<file path="src/rtl/fpdiv_ctrl_if.sv">
// Handshake and datapath-control bundle between a division requester/datapath and fpdiv_ctrl.
// master = requester/datapath side, slave = the sequencer.
interface fpdiv_ctrl_if;
   logic       start;
   logic       rem_sign;
   logic       rem_zero;
   logic [1:0] sel_muxa;
   logic [1:0] sel_muxb;
   logic [1:0] sel_muxr;
   logic       enA;
   logic       enB;
   logic       enC;
   logic       enR;
   logic       busy;
   logic       done;

   modport master (
      output start, rem_sign, rem_zero,
      input  sel_muxa, sel_muxb, sel_muxr, enA, enB, enC, enR, busy, done
   );

   modport slave (
      input  start, rem_sign, rem_zero,
      output sel_muxa, sel_muxb, sel_muxr, enA, enB, enC, enR, busy, done
   );
endinterface

</file>
<file path="src/rtl/fpdiv_ctrl.sv">
// Goldschmidt divider sequencer: steps the shared multiplier through init, NITER
// refinement iterations, remainder back-multiply and rounding for the fpdiv datapath.
//
// state  | meaning
// IDLE   | waiting for start
// INIT_N | N1 = ia * x            -> regC
// INIT_D | D1 = ia * d -> regB, K1 = ~D1 -> regA; clear iter
// ITER_N | N <- K * N             -> regC
// ITER_D | D <- K * D -> regB, K <- ~D -> regA; iter++
// REM    | regR <- d * q
// ROUND  | capture rounding select from remainder sign/zero
// DONE   | done pulse, sel_muxr valid
module fpdiv_ctrl #(
   parameter int unsigned NITER = 3
) (
   input  logic         clock,
   input  logic         reset,
   fpdiv_ctrl_if.slave  bus
);

   typedef enum logic [2:0] {
      IDLE   = 3'd0,
      INIT_N = 3'd1,
      INIT_D = 3'd2,
      ITER_N = 3'd3,
      ITER_D = 3'd4,
      REM    = 3'd5,
      ROUND  = 3'd6,
      DONE   = 3'd7
   } state_t;

   localparam logic [3:0] ITER_LAST = 4'(NITER - 1);

   localparam logic [1:0] MUXA_REGA = 2'b00;
   localparam logic [1:0] MUXA_D    = 2'b01;
   localparam logic [1:0] MUXA_IA   = 2'b10;
   localparam logic [1:0] MUXB_D    = 2'b00;
   localparam logic [1:0] MUXB_X    = 2'b01;
   localparam logic [1:0] MUXB_REGB = 2'b10;
   localparam logic [1:0] MUXB_REGC = 2'b11;
   localparam logic [1:0] MUXR_Q    = 2'b00;
   localparam logic [1:0] MUXR_QP1  = 2'b01;
   localparam logic [1:0] MUXR_QM1  = 2'b10;

   state_t     state_q, state_d;
   logic [3:0] iter_q, iter_d;
   logic [1:0] sel_muxr_q, sel_muxr_d;

   logic [1:0] sel_muxa;
   logic [1:0] sel_muxb;
   logic       en_a;
   logic       en_b;
   logic       en_c;
   logic       en_r;
   logic       busy;
   logic       done;

   always_ff @(posedge clock) begin
      if (reset) begin
         state_q    <= IDLE;
         iter_q     <= 4'd0;
         sel_muxr_q <= MUXR_Q;
      end else begin
         state_q    <= state_d;
         iter_q     <= iter_d;
         sel_muxr_q <= sel_muxr_d;
      end
   end

   always_comb begin
      state_d    = state_q;
      iter_d     = iter_q;
      sel_muxr_d = sel_muxr_q;
      sel_muxa   = MUXA_REGA;
      sel_muxb   = MUXB_D;
      en_a       = 1'b0;
      en_b       = 1'b0;
      en_c       = 1'b0;
      en_r       = 1'b0;
      busy       = 1'b1;
      done       = 1'b0;

      unique case (state_q)
         IDLE: begin
            busy = 1'b0;
            if (bus.start) begin
               state_d = INIT_N;
            end
         end
         INIT_N: begin
            sel_muxa = MUXA_IA;
            sel_muxb = MUXB_X;
            en_c     = 1'b1;
            state_d  = INIT_D;
         end
         INIT_D: begin
            sel_muxa = MUXA_IA;
            sel_muxb = MUXB_D;
            en_a     = 1'b1;
            en_b     = 1'b1;
            iter_d   = 4'd0;
            state_d  = ITER_N;
         end
         // N is refreshed first so regA (K) feeds both products before ITER_D overwrites it.
         ITER_N: begin
            sel_muxa = MUXA_REGA;
            sel_muxb = MUXB_REGC;
            en_c     = 1'b1;
            state_d  = ITER_D;
         end
         ITER_D: begin
            sel_muxa = MUXA_REGA;
            sel_muxb = MUXB_REGB;
            en_a     = 1'b1;
            en_b     = 1'b1;
            iter_d   = iter_q + 4'd1;
            state_d  = (iter_q == ITER_LAST) ? REM : ITER_N;
         end
         REM: begin
            sel_muxa = MUXA_D;
            sel_muxb = MUXB_REGC;
            en_r     = 1'b1;
            state_d  = ROUND;
         end
         // Exact remainder wins; otherwise a negative remainder means q overshot.
         ROUND: begin
            if (bus.rem_zero) begin
               sel_muxr_d = MUXR_Q;
            end else if (bus.rem_sign) begin
               sel_muxr_d = MUXR_QM1;
            end else begin
               sel_muxr_d = MUXR_QP1;
            end
            state_d = DONE;
         end
         DONE: begin
            done    = 1'b1;
            state_d = IDLE;
         end
         default: begin
            state_d = IDLE;
         end
      endcase
   end

   assign bus.sel_muxa = sel_muxa;
   assign bus.sel_muxb = sel_muxb;
   assign bus.sel_muxr = sel_muxr_q;
   assign bus.enA      = en_a;
   assign bus.enB      = en_b;
   assign bus.enC      = en_c;
   assign bus.enR      = en_r;
   assign bus.busy     = busy;
   assign bus.done     = done;

endmodule

</file>
<file path="src/flat_wrapper.sv">
// flat-port wrapper written by rule: the top's interface ports become plain ports
module fpdiv_ctrl_flat 
#(
   parameter int unsigned NITER = 3
)
  (clock, reset, bus_start, bus_rem_sign, bus_rem_zero, bus_sel_muxa, bus_sel_muxb, bus_sel_muxr, bus_enA, bus_enB, bus_enC, bus_enR, bus_busy, bus_done);
  fpdiv_ctrl_if bus_i ();
  input  logic clock;
  input  logic reset;
  input wire logic [$bits(bus_i.start)-1:0] bus_start;
  input wire logic [$bits(bus_i.rem_sign)-1:0] bus_rem_sign;
  input wire logic [$bits(bus_i.rem_zero)-1:0] bus_rem_zero;
  output wire logic [$bits(bus_i.sel_muxa)-1:0] bus_sel_muxa;
  output wire logic [$bits(bus_i.sel_muxb)-1:0] bus_sel_muxb;
  output wire logic [$bits(bus_i.sel_muxr)-1:0] bus_sel_muxr;
  output wire logic [$bits(bus_i.enA)-1:0] bus_enA;
  output wire logic [$bits(bus_i.enB)-1:0] bus_enB;
  output wire logic [$bits(bus_i.enC)-1:0] bus_enC;
  output wire logic [$bits(bus_i.enR)-1:0] bus_enR;
  output wire logic [$bits(bus_i.busy)-1:0] bus_busy;
  output wire logic [$bits(bus_i.done)-1:0] bus_done;
  assign bus_i.start = bus_start;
  assign bus_i.rem_sign = bus_rem_sign;
  assign bus_i.rem_zero = bus_rem_zero;
  assign bus_sel_muxa = bus_i.sel_muxa;
  assign bus_sel_muxb = bus_i.sel_muxb;
  assign bus_sel_muxr = bus_i.sel_muxr;
  assign bus_enA = bus_i.enA;
  assign bus_enB = bus_i.enB;
  assign bus_enC = bus_i.enC;
  assign bus_enR = bus_i.enR;
  assign bus_busy = bus_i.busy;
  assign bus_done = bus_i.done;
  fpdiv_ctrl #(.NITER(NITER)) u_core (.clock(clock), .reset(reset), .bus(bus_i));
endmodule
</file>
<file path="config.mk">
export PLATFORM = sky130hd
export DESIGN_NAME = fpdiv_ctrl_flat
export DESIGN_NICKNAME = d
export VERILOG_FILES = /design/src/rtl/fpdiv_ctrl_if.sv /design/src/rtl/fpdiv_ctrl.sv /design/src/flat_wrapper.sv
export SDC_FILE = /design/constraint.sdc
export NUM_CORES = 1
export LEC_CHECK = 0
export BUFFER_PORTS_ARGS = -buffer_cell sky130_fd_sc_hd__buf_2
export CORE_AREA = 2 2 39 41
export CTS_BUF_LIST = sky130_fd_sc_hd__clkbuf_4 sky130_fd_sc_hd__clkbuf_8 sky130_fd_sc_hd__clkbuf_16
export CTS_CLUSTER_SIZE = 14
export DETAILED_ROUTE_END_ITERATION = 8
export DIE_AREA = 0 0 41 43
export MAX_ROUTING_LAYER = met4
export PLACE_DENSITY = 0.69
export SETUP_SLACK_MARGIN = 0.15
export SYNTH_ARGS = -nofsm -noshare
export SYNTH_HDL_FRONTEND = slang
export SYNTH_SLANG_ARGS = --single-unit
</file>
<file path="constraint.sdc">
create_clock -name clock -period 1.2 [get_ports clock]
set_input_delay 0.18 -clock clock [delete_from_list [all_inputs] [get_ports clock]]
set_output_delay 0.18 -clock clock [all_outputs]
set_load 0.02 [all_outputs]
</file>
==> results of run 1 <==
[cell usage after synthesis]
cell type / n / area share, %
a211oi_1: 1 / 1.3
a21o_1: 1 / 1.3
a21oi_1: 10 / 8.6
and2_1: 1 / 1.1
and3_1: 1 / 1.1
and3b_1: 1 / 1.5
buf_1: 1 / 0.64
buf_2: 3 / 2.6
buf_4: 3 / 3.9
buf_6: 2 / 3.9
dfxtp_1: 9 / 31
ha_1: 2 / 4.3
inv_1: 1 / 0.64
mux2i_1: 1 / 1.7
nand2_1: 6 / 3.9
nand2_4: 1 / 1.9
nand2b_1: 2 / 2.2
nand3_1: 1 / 0.86
nand4bb_1: 1 / 1.9
nor2_1: 5 / 3.2
nor2b_1: 2 / 2.2
nor3_1: 2 / 1.7
nor4_1: 1 / 1.1
nor4b_1: 1 / 1.5
o21ai_0: 6 / 5.2
o21bai_1: 1 / 1.3
o221ai_1: 1 / 1.5
or2_2: 1 / 1.1
or3_1: 1 / 1.1
or4_1: 1 / 1.3
or4b_1: 1 / 1.7
xnor2_1: 2 / 3.0
[final cells by class]
cell class	count	area [sq um]	share of cell area, %
flip-flops and latches	9	193	18.7
well taps	16	20.0	1.95
repair buffers	32	324	31.5
inverters	1	3.75	0.365
clock buffers	4	30.0	2.92
multi-input cells	54	458	44.5
[flip-flops by register name, summed over array words and instances, names as in the netlist]
name	count
u_core.bus.sel_muxr	2
u_core.state_q	3
u_core.iter_q	4
[critical path, cell delays in order (launching register included)]
cell and delay (ps):
dfxtp_2 340, buf_8 140, or3_1 320, buf_6 140
[layer usage]
| layer | wire length, microns | part of all wire [%] |
|---|---|---|
| met3 | 127 | 6.4 |
| met1 | 710 | 36 |
| met2 | 1090 | 55 |
| met4 | 52 | 2.6 |
| met5 | 0 | 0 |
[power breakdown]
group / internal (mW) / switching (mW)
Clock: 0.152 / 0.122
Combinational: 0.175 / 0.161
Sequential: 0.304 / 0.0178
[worst max path at each step]
stage	from	end	cells past startpoint
finish	u_core.state_q[1]	bus_busy	3
global route	u_core.state_q[1]	bus_busy	3
CTS	u_core.state_q[1]	bus_busy	3
detailed placement	u_core.state_q[2]	bus_sel_muxb[1]	3
global placement	u_core.state_q[2]	bus_sel_muxb[1]	3
floorplan	u_core.state_q[2]	bus_enB	5
[per-stage QoR]
| step | hold WS, ps | total power, mW | instances |
|---|---|---|---|
| after CTS | 183 | 0.865 | 111 |
| after detailed placement | 460 | 0.524 | 102 |
| after global routing | 194 | 0.966 | 116 |
| final | 184 | 0.932 | 116 |
| after floorplan | 349 | 0.503 | 73 |
| after global placement | 462 | 0.523 | 102 |
[cells by family (layout without fill, tap and decap cells)]
family          count (synthesis)  in the layout  share of synthesized area [%]
simple gates                   29             29                           29.3
buf+inv                        10             37                           11.6
xor+xnor                        2              2                           3.01
fa+ha+maj                       2              2                           4.30
flops                           9              9                           31.0
compound gates                 20             20                           19.1
mux                             1              1                           1.72
[repair_timing]
item / 4_1_cts / 5_1_grt
gates resized for setup: 37 / 23
pin swaps: 8 / 2
endpoints found under the hold margin: 0 / 0
buffers inserted: 5 / 5
setup endpoints to repair: 18 / 18
==> results.sh, run 1 <==
export IMPL_status="finished, violations left"
export IMPL_violations="negative setup slack"
export IMPL_drive_above_1_share_pct=61.0
export IMPL_antenna_found_initial=0
export IMPL_setup_tns_ps=-1580
export IMPL_cp_end_kind="primary output"
export IMPL_synth_seq_area_share_pct=31.0
export IMPL_whs_path_depth=3
export IMPL_layout_commonest_cell="buf_6"
export IMPL_grt_max_degree=18
export IMPL_insertion_delay_ps=280
export IMPL_path_clk_slew_ps=60
export IMPL_final_cell_area_sq_mm=0.00103
export IMPL_antenna_left=0
export IMPL_slew_viol_final=0
export IMPL_fmax_ghz=0.713
export IMPL_maxCapViolCount=0
export IMPL_rsz0062_at_grt="true"
export IMPL_r2r_start="u_core.state_q[1]"
export IMPL_p_per_area_mw_per_mm2=906
export IMPL_synth_distinct_cells=32
export IMPL_tritoncts="yes"
export IMPL_crit_required_ps=1020
export IMPL_arrival_ps=1220
export IMPL_fin_ws_ps=-202
export IMPL_gp_congestion=0.841
export IMPL_fill_cells=91
export IMPL_ios=17
export IMPL_critPathKind="reg2out"
export IMPL_grt_pass1_vias=538
export IMPL_numCtsBuffers=3
export IMPL_overflow=0
export IMPL_rr_worst_depth=5
export IMPL_synth_avg_cell_area_sq_um=7.97
export IMPL_syn_inst=73
export IMPL_finalSetupViolCount=14
export IMPL_grt_use_total_pct=22.9
export IMPL_fp_row_count=14
export IMPL_fin_nets=108
export IMPL_initial_core_util_pct=42.0
export IMPL_cts_hold_buffers_added=0
export IMPL_drc=0
export IMPL_area_growth_syn_to_layout_pct=76.8
export IMPL_root_buffer="clkbuf_4"
export IMPL_core_sq_mm=0.00138
export IMPL_via_count=640
export IMPL_syn_area_sq_um=582
export IMPL_grtUsageMet3_pct=1.57
export IMPL_reg2reg_slack_ps=-100
export IMPL_final_util_pct=74.3
export IMPL_synth_seq_cells=9
export IMPL_cts_path_max_buffers=2
export IMPL_die_area_sq_mm=0.00176
export IMPL_whs_endpoint="u_core.bus.sel_muxr[0]"
export IMPL_drtIter0Drc=20
export IMPL_pre_cts_ws_ps=-97.6
export IMPL_fin_crit_ps=1400
export IMPL_syn_nets=80
export IMPL_finalClockSkew_ps=3.02
export IMPL_globalRoute_busiestLayer="met2"
export IMPL_worstMarginPinSlew_ps=252
export IMPL_wl_mm=1.98
export IMPL_ir_drop_v=0.000752
export IMPL_die_w_microns=41
export IMPL_min_from="bus_rem_sign"
export IMPL_numPortBuffers=16
export IMPL_dr_pass1_iters=4
export IMPL_grt_use_met2_pct=37.2
export IMPL_finalHoldViolCount=0
export IMPL_grt_pass1_wl_mm=2.64
export IMPL_fin_crit_sh_pct=117
export IMPL_layout_common_cells="buf_6, a21oi_1, buf_2, buf_4"
export IMPL_yosys_warnings=0
export IMPL_viasPerCell=5.52
export IMPL_startpoint_type="flop"
export IMPL_wl_per_cell_microns=17.0
export IMPL_cts_sink_count=9
export IMPL_htree_levels=1
export IMPL_p_leak_nw=0.423
export IMPL_dpl_cell_area_sq_um=696
export IMPL_min_path_type="in2reg"
export IMPL_grtUsageMet1_pct=29.6
export IMPL_die_h_microns=43
export IMPL_antennaDiodeCount=0
export IMPL_relSlewSlack_pct=83.0
export IMPL_dp_hpwl_microns=874
export IMPL_cp_max_fo=9
export IMPL_r2r_end="u_core.bus.sel_muxr[1]"
Power figures use the tool's default switching activity.
==> run 2, diff against run 1 <==
==> constraint.sdc (replaced) <==
create_clock -name clock -period 1.68 [get_ports clock]
set_input_delay 0.252 -clock clock [delete_from_list [all_inputs] [get_ports clock]]
set_output_delay 0.252 -clock clock [all_outputs]
set_load 0.02 [all_outputs]
==> results.sh, run 2 (same netlist as run 1, synthesis figures left out) <==
export IMPL_status="finished, final reports clean"
export IMPL_p_per_area_mw_per_mm2=789
export IMPL_antenna_found_initial=0
export IMPL_top_register="u_core.iter_q"
export IMPL_cts_sink_count=9
export IMPL_total_power_uw=526
export IMPL_final_util_pct=48.2
export IMPL_power_internal_uw=367
export IMPL_worstMarginPinSlew_ps=252
export IMPL_crit_required_ps=1430
export IMPL_dp_hpwl_microns=813
export IMPL_layout_common_cells="buf_2, a21oi_1, nand2_1, o21ai_0, dfxtp_1"
export IMPL_rsz0062_at_grt="false"
export IMPL_seqPwrFrac_pct=46.5
export IMPL_power_switching_share_pct=30.2
export IMPL_cts_hold_buffers_added=0
export IMPL_insertion_delay_ps=260
export IMPL_cp_end_kind="primary output"
export IMPL_maxCapViolCount=0
export IMPL_largest_reg_flops=4
export IMPL_fmax_ghz=0.683
export IMPL_fin_crit_ps=1460
export IMPL_path_clk_slew_ps=60
export IMPL_core_sq_mm=0.00138
export IMPL_htree_levels=1
export IMPL_finalSetupViolCount=0
export IMPL_root_buffer="clkbuf_4"
export IMPL_ios=17
export IMPL_drtIter0Drc=4
export IMPL_finalClockSkew_ps=6.06
export IMPL_pre_cts_ws_ps=164
export IMPL_slew_viol_final=0
export IMPL_dr_pass1_iters=2
export IMPL_grt_pass1_wl_mm=2.03
export IMPL_drc=0
export IMPL_slowest_delay_ps=410
export IMPL_cp_max_fo=16
export IMPL_fin_nets=93
export IMPL_die_w_microns=41
export IMPL_cts_setup_buffers=0
export IMPL_cts_path_max_buffers=2
export IMPL_path_cells="or3_1, buf_2"
export IMPL_numPortBuffers=16
export IMPL_layout_commonest_cell="buf_2"
export IMPL_startpoint_type="flop"
export IMPL_overflow=0
export IMPL_arrival_ps=1210
export IMPL_holdWs_ps=275
export IMPL_power_switching_uw=159
export IMPL_die_h_microns=43
export IMPL_fin_ws_ps=215
export IMPL_min_path_type="in2reg"
export IMPL_area_growth_syn_to_layout_pct=14.6
export IMPL_p_clk_share_pct=35.1
export IMPL_via_count=540
export IMPL_viasPerCell=5.35
export IMPL_p_leak_nw=0.297
export IMPL_grt_max_degree=23
export IMPL_drive_above_1_share_pct=30.6
export IMPL_grt_pass1_vias=459
export IMPL_cp_slowest_cell="dfxtp_4"
export IMPL_finalHoldViolCount=0
export IMPL_critPathKind="reg2out"
export IMPL_wl_per_cell_microns=12.0
export IMPL_grt_use_total_pct=17.5
export IMPL_fp_row_count=14
export IMPL_numCtsBuffers=3
export IMPL_relSlewSlack_pct=82.9
export IMPL_fin_crit_sh_pct=87.2
export IMPL_power_frac_comb_pct=18.4
export IMPL_wl_mm=1.21
export IMPL_antennaDiodeCount=0
export IMPL_gp_congestion=0.697
export IMPL_tritoncts="yes"
export IMPL_ir_drop_v=0.000405
export IMPL_die_area_sq_mm=0.00176
export IMPL_initial_core_util_pct=42.0
export IMPL_setup_tns_ps=0
export IMPL_antenna_left=0
run 2: cell types whose count changed in the layout (fill, tap and decap cells not counted), moves of 2 or more:
| cell | change |
|---|---|
| nor2_1 | +2 |
| buf_4 | -5 |
| a21oi_1 | +3 |
| o21ai_2 | -2 |
| buf_6 | -15 |
| buf_8 | -4 |
| o21ai_0 | +3 |
| buf_2 | +10 |
| a21oi_2 | -3 |
| nor2_4 | -2 |
run 2: through the flow:
| step | cell area (sq um) | cells |
|---|---|---|
| 2_1_floorplan | 582 | 73 |
| 3_3_place_gp | 626 | 97 |
| 3_5_place_dp | 626 | 97 |
| 4_1_cts | 659 | 101 |
| 5_1_grt | 667 | 101 |
| 6_report | 667 | 101 |
run 2: layout make-up:
| class | count | area, sq um |
|---|---|---|
| repair buffers | 17 | 87.6 |
| fillers | 138 | 717 |
| multi-input cells | 54 | 334 |
| well taps | 16 | 20.0 |
| flip-flops and latches | 9 | 191 |
| inverters | 1 | 3.75 |
| clock buffers | 4 | 30.0 |
run 2: metal layers:
layer | vias up | GRT usage [%] | wire length, microns
li1 | 282 | - | -
met1 | 243 | 23.8 | 567
met2 | 13 | 22.5 | 565
met3 | 2 | 3.14 | 60
met4 | 0 | 12.0 | 14
met5 | - | - | 0
run 2: final timing paths:
kind	cells after the start	slack, ps	end	start
setup / recovery	2	220	bus_busy	u_core.state_q[2]
setup reg to reg	3	420	u_core.bus.sel_muxr[1]	u_core.state_q[1]
hold reg to reg	2	480	u_core.bus.sel_muxr[0]	u_core.bus.sel_muxr[0]
hold / removal	3	270	u_core.bus.sel_muxr[0]	bus_rem_sign
run 2: repair_timing:
action	4_1_cts	5_1_grt
endpoints found under the setup margin	11	4
pin swaps	0	0
hold endpoints to repair	0	0
resized for setup	3	3
run 2: power groups by stage:
stage	logic [mW]	clock network, mW	registers [mW]
3_5_place_dp	0.0969	0	0.250
2_1_floorplan	0.103	0	0.227
3_3_place_gp	0.0969	0	0.248
5_1_grt	0.105	0.201	0.249
6_report	0.0968	0.185	0.245
4_1_cts	0.0974	0.190	0.246
run 2: critical path, delay by kind of cell (launching register included):
family / cells / cell delay [ps]
flops: 1 / 410
simple gates: 1 / 380
buf+inv: 1 / 170
